[src/rtl/tlb_ctrl.sv]
// Sequencing controller for a set-associative TLB: tag lookup with LRU bump,
// page-table-walk refill on a miss, and a full-array flush.
module tlb_ctrl #(
  parameter int NUM_SETS       = 16,
  parameter int NUM_WAYS       = 4,
  parameter int SET_INDEX_BITS = 4,
  parameter int LRU_BITS       = 3
) (
  input  logic                              clk_i,
  input  logic                              rst_i,
  input  logic                              req_valid_i,
  output logic                              req_ready_o,
  input  logic [31:0]                       req_vaddr_i,
  input  logic                              req_is_write_i,
  output logic                              resp_valid_o,
  input  logic                              resp_ready_i,
  output logic [19:0]                       resp_ppn_o,
  output logic                              resp_hit_o,
  output logic                              resp_fault_o,
  output logic                              ptw_req_valid_o,
  input  logic                              ptw_req_ready_i,
  output logic [19:0]                       ptw_req_vpn_o,
  input  logic                              ptw_resp_valid_i,
  input  logic [19:0]                       ptw_resp_ppn_i,
  input  logic [1:0]                        ptw_resp_perms_i,
  input  logic                              ptw_resp_fault_i,
  input  logic                              flush_req_i,
  output logic                              flush_busy_o,
  output logic [SET_INDEX_BITS-1:0]         rd_set_index_o,
  input  logic [NUM_WAYS-1:0]               rd_valid_i,
  input  logic [NUM_WAYS-1:0][19:0]         rd_vpn_i,
  input  logic [NUM_WAYS-1:0][19:0]         rd_ppn_i,
  input  logic [NUM_WAYS-1:0][1:0]          rd_perms_i,
  input  logic [NUM_WAYS-1:0][LRU_BITS-1:0] rd_lru_count_i,
  output logic                              wr_en_o,
  output logic [SET_INDEX_BITS-1:0]         wr_set_index_o,
  output logic [1:0]                        wr_way_o,
  output logic                              wr_valid_o,
  output logic [19:0]                       wr_vpn_o,
  output logic [19:0]                       wr_ppn_o,
  output logic [1:0]                        wr_perms_o,
  output logic [LRU_BITS-1:0]               wr_lru_count_o,
  output logic                              lru_update_en_o,
  output logic [SET_INDEX_BITS-1:0]         lru_set_index_o,
  output logic [1:0]                        lru_way_o,
  output logic [LRU_BITS-1:0]               lru_value_o
);

  typedef enum logic [2:0] {
    IDLE = 3'd0, LOOKUP = 3'd1, PTW_REQ = 3'd2, PTW_WAIT = 3'd3,
    FILL = 3'd4, RESP = 3'd5, FLUSH = 3'd6
  } state_e;

  state_e                    state_q, state_d;
  logic [19:0]               vpn_q, ppn_q;
  logic [1:0]                perms_q, victim_q;
  logic                      is_write_q, hit_q, fault_q;
  logic [SET_INDEX_BITS-1:0] flush_set_q;
  logic [1:0]                flush_way_q;

  logic [SET_INDEX_BITS-1:0] set_s;
  logic                      hit_s, inv_found_s, flush_last_s;
  logic [1:0]                hit_way_s, inv_way_s, lru_way_s, victim_s;
  logic [LRU_BITS-1:0]       min_cnt_s;
  logic                      unused_s;

  function automatic logic perm_fault(input logic is_write, input logic [1:0] perms);
    return is_write ? !perms[1] : !perms[0];
  endfunction

  assign set_s          = vpn_q[SET_INDEX_BITS-1:0];
  assign rd_set_index_o = set_s;
  assign lru_value_o    = {LRU_BITS{1'b0}};
  assign unused_s       = ^req_vaddr_i[11:0];
  assign flush_last_s   = (flush_set_q == SET_INDEX_BITS'(NUM_SETS - 1)) &&
                          (flush_way_q == 2'(NUM_WAYS - 1));

  // Hit way is the lowest matching way; victim prefers the lowest invalid way,
  // then the lowest-index way holding the minimum usage count.
  always_comb begin
    hit_s       = 1'b0;
    hit_way_s   = 2'd0;
    inv_found_s = 1'b0;
    inv_way_s   = 2'd0;
    lru_way_s   = 2'd0;
    min_cnt_s   = rd_lru_count_i[0];
    for (int w = 0; w < NUM_WAYS; w++) begin
      hit_way_s   = (!hit_s && rd_valid_i[w] && (rd_vpn_i[w] == vpn_q)) ? 2'(w) : hit_way_s;
      hit_s       = hit_s || (rd_valid_i[w] && (rd_vpn_i[w] == vpn_q));
      inv_way_s   = (!inv_found_s && !rd_valid_i[w]) ? 2'(w) : inv_way_s;
      inv_found_s = inv_found_s || !rd_valid_i[w];
      lru_way_s   = (rd_lru_count_i[w] < min_cnt_s) ? 2'(w) : lru_way_s;
      min_cnt_s   = (rd_lru_count_i[w] < min_cnt_s) ? rd_lru_count_i[w] : min_cnt_s;
    end
    victim_s = inv_found_s ? inv_way_s : lru_way_s;
  end

  always_ff @(posedge clk_i or posedge rst_i) begin
    if (rst_i) state_q <= IDLE;
    else       state_q <= state_d;
  end

  // Flush has priority in IDLE and is only observed there.
  always_comb begin
    state_d = state_q;
    case (state_q)
      IDLE:     if (flush_req_i) state_d = FLUSH;
                else if (req_valid_i) state_d = LOOKUP;
                else state_d = IDLE;
      LOOKUP:   state_d = hit_s ? RESP : PTW_REQ;
      PTW_REQ:  state_d = ptw_req_ready_i ? PTW_WAIT : PTW_REQ;
      PTW_WAIT: if (ptw_resp_valid_i) state_d = ptw_resp_fault_i ? RESP : FILL;
                else state_d = PTW_WAIT;
      FILL:     state_d = RESP;
      RESP:     state_d = resp_ready_i ? IDLE : RESP;
      FLUSH:    state_d = flush_last_s ? IDLE : FLUSH;
      default:  state_d = IDLE;
    endcase
  end

  always_ff @(posedge clk_i or posedge rst_i) begin
    if (rst_i) begin
      vpn_q <= 20'd0; ppn_q <= 20'd0; perms_q <= 2'd0; victim_q <= 2'd0;
      is_write_q <= 1'b0; hit_q <= 1'b0; fault_q <= 1'b0;
      flush_set_q <= {SET_INDEX_BITS{1'b0}}; flush_way_q <= 2'd0;
    end else begin
      case (state_q)
        IDLE: begin
          flush_set_q <= {SET_INDEX_BITS{1'b0}};
          flush_way_q <= 2'd0;
          if (req_valid_i && req_ready_o) begin
            vpn_q      <= req_vaddr_i[31:12];
            is_write_q <= req_is_write_i;
            hit_q      <= 1'b0;
            fault_q    <= 1'b0;
            ppn_q      <= 20'd0;
          end else begin
            vpn_q <= vpn_q;
          end
        end
        LOOKUP: begin
          victim_q <= victim_s;
          if (hit_s) begin
            ppn_q   <= rd_ppn_i[hit_way_s];
            perms_q <= rd_perms_i[hit_way_s];
            hit_q   <= 1'b1;
            fault_q <= perm_fault(is_write_q, rd_perms_i[hit_way_s]);
          end else begin
            hit_q <= 1'b0;
          end
        end
        PTW_WAIT: begin
          if (ptw_resp_valid_i && ptw_resp_fault_i) begin
            ppn_q <= 20'd0; perms_q <= 2'd0; fault_q <= 1'b1;
          end else if (ptw_resp_valid_i) begin
            ppn_q   <= ptw_resp_ppn_i;
            perms_q <= ptw_resp_perms_i;
            fault_q <= perm_fault(is_write_q, ptw_resp_perms_i);
          end else begin
            ppn_q <= ppn_q;
          end
        end
        FLUSH: begin
          if (flush_way_q == 2'(NUM_WAYS - 1)) begin
            flush_way_q <= 2'd0;
            flush_set_q <= flush_set_q + SET_INDEX_BITS'(1);
          end else begin
            flush_way_q <= flush_way_q + 2'd1;
          end
        end
        default: ;
      endcase
    end
  end

  // Outputs are decoded from state so every one of them is 0 while in reset.
  always_comb begin
    req_ready_o = 1'b0; resp_valid_o = 1'b0; resp_ppn_o = 20'd0; resp_hit_o = 1'b0;
    resp_fault_o = 1'b0; ptw_req_valid_o = 1'b0; ptw_req_vpn_o = 20'd0; flush_busy_o = 1'b0;
    wr_en_o = 1'b0; wr_set_index_o = {SET_INDEX_BITS{1'b0}}; wr_way_o = 2'd0; wr_valid_o = 1'b0;
    wr_vpn_o = 20'd0; wr_ppn_o = 20'd0; wr_perms_o = 2'd0; wr_lru_count_o = {LRU_BITS{1'b0}};
    lru_update_en_o = 1'b0; lru_set_index_o = {SET_INDEX_BITS{1'b0}}; lru_way_o = 2'd0;
    case (state_q)
      IDLE:   req_ready_o = !flush_req_i && !rst_i;
      LOOKUP: begin
        if (hit_s && (rd_lru_count_i[hit_way_s] != {LRU_BITS{1'b1}})) begin
          lru_update_en_o = 1'b1;
          lru_set_index_o = set_s;
          lru_way_o       = hit_way_s;
        end else begin
          lru_update_en_o = 1'b0;
        end
      end
      PTW_REQ: begin
        ptw_req_valid_o = 1'b1;
        ptw_req_vpn_o   = vpn_q;
      end
      PTW_WAIT: ;
      FILL: begin
        wr_en_o = 1'b1; wr_set_index_o = set_s; wr_way_o = victim_q; wr_valid_o = 1'b1;
        wr_vpn_o = vpn_q; wr_ppn_o = ppn_q; wr_perms_o = perms_q;
        wr_lru_count_o = LRU_BITS'(1);
      end
      RESP: begin
        resp_valid_o = 1'b1; resp_ppn_o = ppn_q; resp_hit_o = hit_q; resp_fault_o = fault_q;
      end
      FLUSH: begin
        flush_busy_o = 1'b1; wr_en_o = 1'b1;
        wr_set_index_o = flush_set_q; wr_way_o = flush_way_q;
      end
      default: ;
    endcase
  end

endmodule
[config.mk]
export PLATFORM = sky130hd
export DESIGN_NAME = tlb_ctrl
export DESIGN_NICKNAME = d
export VERILOG_FILES = /design/src/rtl/tlb_ctrl.sv
export SDC_FILE = /design/constraint.sdc
export NUM_CORES = 1
export LEC_CHECK = 0
export ABC_AREA = 0
export BUFFER_PORTS_ARGS = -buffer_cell sky130_fd_sc_hd__buf_2
export CORE_AREA = 2 2 142 144
export DETAILED_ROUTE_END_ITERATION = 10
export DIE_AREA = 0 0 144 146
export PLACE_DENSITY_LB_ADDON = 0.05
export SYNTH_ARGS = -nofsm -noshare
export SYNTH_HDL_FRONTEND = slang
export SYNTH_SLANG_ARGS = --single-unit
export TNS_END_PERCENT = 10
[constraint.sdc]
create_clock -name clk_i -period 3.3 [get_ports clk_i]
set_input_delay 0.33 -clock clk_i [delete_from_list [all_inputs] [get_ports clk_i]]
set_output_delay 0.33 -clock clk_i [all_outputs]
set_load 0.02 [all_outputs]
==> metrics.md <==
| Metric | Value |
|---|---|
| Worst slew margin | `52.61%` |
| Max Clock Freq | `276.4 MHz` |
| Core Region | `19330 sq um` |
| Area Overhead vs Synth | `45.34%` |
| Clk buf depth | `2` |
| Syn Area/Cell | `8.524 sq um` |
| Crit path capture type | `output port` |
| ANT nets after route | `0` |
| Worst Path Class, Setup | `reg2out` |
| Filler cells | `2059` |
| Top FF cell, synth | `dfrtp_1` |
| Lkg Pwr | `4.067 nW` |
| DR WL/cell | `18.86 um` |
| Commonest cells post-synth | `mux2i_1 (71), dfrtp_1 (56), xnor2_1 (50), and2_1 (49), and3_1 (44)` |
| Total wire length | `23710 um` |
| Worst-Skew Late Latency | `0.31 ns` |
| Max Slew Vio Count | `0` |
| CTS tree | `done` |
| GP Congestion | `0.9005` |
| Setup crit start kind | `register` |
| H-Tree Depth | `2` |
| Synth warnings | `0` |
| Area of placed instances | `7742 sq um` |
| Max VDD drop | `0.2391 mV` |
| Crit path required time | `2.97 ns` |
| Pre-CTS WS | `-0.1621 ns` |
| Area of the die | `21020 sq um` |
| EDFF count, synth | `0` |
| Largest family of logic cells by synthesized area | `simple AND/OR/NAND/NOR gates` |
| Flops & latches, synth | `56` |
| Final core utilization | `41.71%` |
| Total GRT Usage | `21.85%` |
| Final min period | `3.618 ns` |
| Register Area | `1403 sq um` |
| Largest net degree at the start of global routing | `43` |
| PwrDens | `695.6 nW/um^2` |
| Worst hold path type | `in2async` |
| Initial antenna violation count | `1` |
| CTS Root Cell | `clkbuf_16` |
| CTS clk-pin slew, worst paths | `0.08 ns` |
| Max-Cap Viols | `0` |
| First-pass GRT wire length | `34600 um` |
| Synth area leaders | `dfrtp_1 (25%), mux2i_1 (13%), xnor2_1 (7.9%), and2_1 (5.5%), and3_1 (5.0%)` |
| Failing checks | `setup timing` |
| WP data arrival | `3.29 ns` |
| Initial core utilization | `28.70%` |
| Fin crit share | `109.6%` |
| Pre-Repair DR Iteration Count | `4` |
| Top cell type's share of synthesized area | `25.25%` |
| Area leader, netlist | `dfrtp_1` |
| Hold_ws | `0.07879 ns` |
| Register area share after synthesis | `25.25%` |
| Final HPWL DP | `19460 um` |
| Via/cell ratio | `4.733` |
| Post-synthesis cell type count | `51` |
| Setup ws final | `-0.3175 ns` |
| Hold Vio Cnt, Final | `0` |
| Initial detailed-routing violation count | `191` |
| Async SR Flop Fraction | `100.0%` |
| Unrepaired setup endpoints after global routing | `true` |
| Layout cell share with drive strength beyond 1 | `45.71%` |
| Final setup viols | `7` |
| Post-synthesis simple-gate area fraction | `23.16%` |
| Complex-gate fraction of the synthesized area | `12.45%` |
| Final net count | `1247` |
| Crit-path max FO | `7` |
| Die width | `144 um` |
| Total CTS buffers | `5` |
| Mapped Area | `5549 sq um` |
| Post-route cell area | `8065 sq um` |
| Port bufs | `342` |
| Mux share of post-synthesis cell area | `17.68%` |
| Number of global-route vias before repair | `5969` |
| Die Y | `146 um` |
| Leading cell type by number of instances after synthesis | `mux2i_1` |
| Io pins | `360` |
| Status | `finished with violations` |
| Area taken by multi-input logic gates | `3941 sq um` |
| Detailed-route DRC error count | `0` |
| XOR/XNOR share of the synthesized area | `12.63%` |
| Final Skew | `0.005716 ns` |
| Grt total ovfl | `0` |
| Cells after Synth | `651` |
| Least-Margin Pin Slew | `0.7066 ns` |
| Vias | `5949` |
| Num rows | `51` |
| Synthesized-area fraction occupied by adder cells | `2.255%` |
| Sink Count | `56` |
[metrics by stage]
| step | power [mW] | TNS (ns) | std cells |
|---|---|---|---|
| after global routing | 6.039 | -2.986 | 1257 |
| after floorplan | 3.576 | 0 | 655 |
| after detailed placement | 4.946 | -1.245 | 1247 |
| after CTS | 5.636 | -2.502 | 1256 |
| final | 5.610 | -2.095 | 1257 |
| after global placement | 4.948 | -1.178 | 1247 |
[cells in the final DEF (no fill, tap or decap), types with 3 or more instances in the layout]
master,instances
nand3_1,16
ha_1,10
nor3_1,3
a22o_1,3
a211oi_1,3
nor4_1,7
a21oi_1,37
and3_1,44
and2_1,46
xnor2_1,45
nor2_1,40
buf_2,336
xor2_1,30
inv_1,12
buf_6,5
and2_4,3
o21ai_0,14
nand4_1,19
mux2i_1,70
mux2_2,21
nand2b_1,5
xnor2_2,5
clkbuf_16,5
dfrtp_1,55
buf_12,3
nor4b_1,3
a211o_1,3
nand2_1,19
conb_1,5
a21o_1,8
a22oi_1,23
buf_4,49
[per-layer routing]
layer	up-vias	global-route usage, %	wire length, um
met5	-	0	0
met4	0	5.637	518
met3	26	5.100	1758
met2	252	39.40	11950
met1	2697	25.77	9483
li1	2974	-	-
[final cells by class]
type	instances	area share (%)
diodes	1	0.03103
inverters	13	0.6050
flip-flops and latches	56	17.39
multi-input cells	521	48.87
clock buffers	5	1.551
well taps	265	4.111
repair buffers	393	26.85
clock inverters	3	0.5895
[what timing repair did]
item,in CTS,in global routing
hold buffers,0,0
pin swaps,16,7
endpoints found under the setup margin,25,30
resized for setup,20,11
buffers inserted,1,0
[logic make-up (layout without fill, tap and decap cells)]
logic type	after synthesis	count (layout)
AOI/OAI and AO/OA	105	105
xor gates and xnor gates	80	80
adders and majority gates	10	10
buffers and inverters	78	414
DFF	56	56
muxes	94	94
other	1	6
and+or+nand+nor	227	227
[final timing paths]
check                                     start      endpoint  slack [ns]  cells past startpoint
worst max-delay path                  vpn_q[17]  lru_way_o[1]       -0.32                     10
worst min-delay path                      rst_i    state_q[2]        0.08                      2
worst max register to register        vpn_q[11]       fault_q        0.13                     13
worst min register to register            hit_q         hit_q        0.50                      2
max in group asynchronous                 rst_i      vpn_q[7]        2.33                      3
min in group clk_i              req_vaddr_i[13]      vpn_q[1]        0.24                      2
[where the power goes]
group / total (mW) / switching [mW] / internal [mW]
Sequential: 1.46 / 0.461 / 1.00
Clock: 0.649 / 0.287 / 0.362
Combinational: 3.50 / 2.05 / 1.45
Total: 5.61 / 2.80 / 2.81
[worst max-delay path, stage by stage (launching register included)]
cell and delay (ns):
dfrtp_1 0.42, xor2_1 0.16, or4b_1 0.51, or4_4 0.51
o211ai_1 0.30, a21boi_4 0.12, mux2i_1 0.14, mux2_4 0.29
nor2_4 0.22, and2_1 0.17, buf_4 0.14
[state kept, by name (all words and copies together) (netlist names)]
signal	flops
is_write_q	1
flush_way_q	2
state_q	3
fault_q	1
ppn_q	20
victim_q	2
flush_set_q	4
perms_q	2
vpn_q	20
hit_q	1
Note: power is estimated with default switching activity, not from simulation.
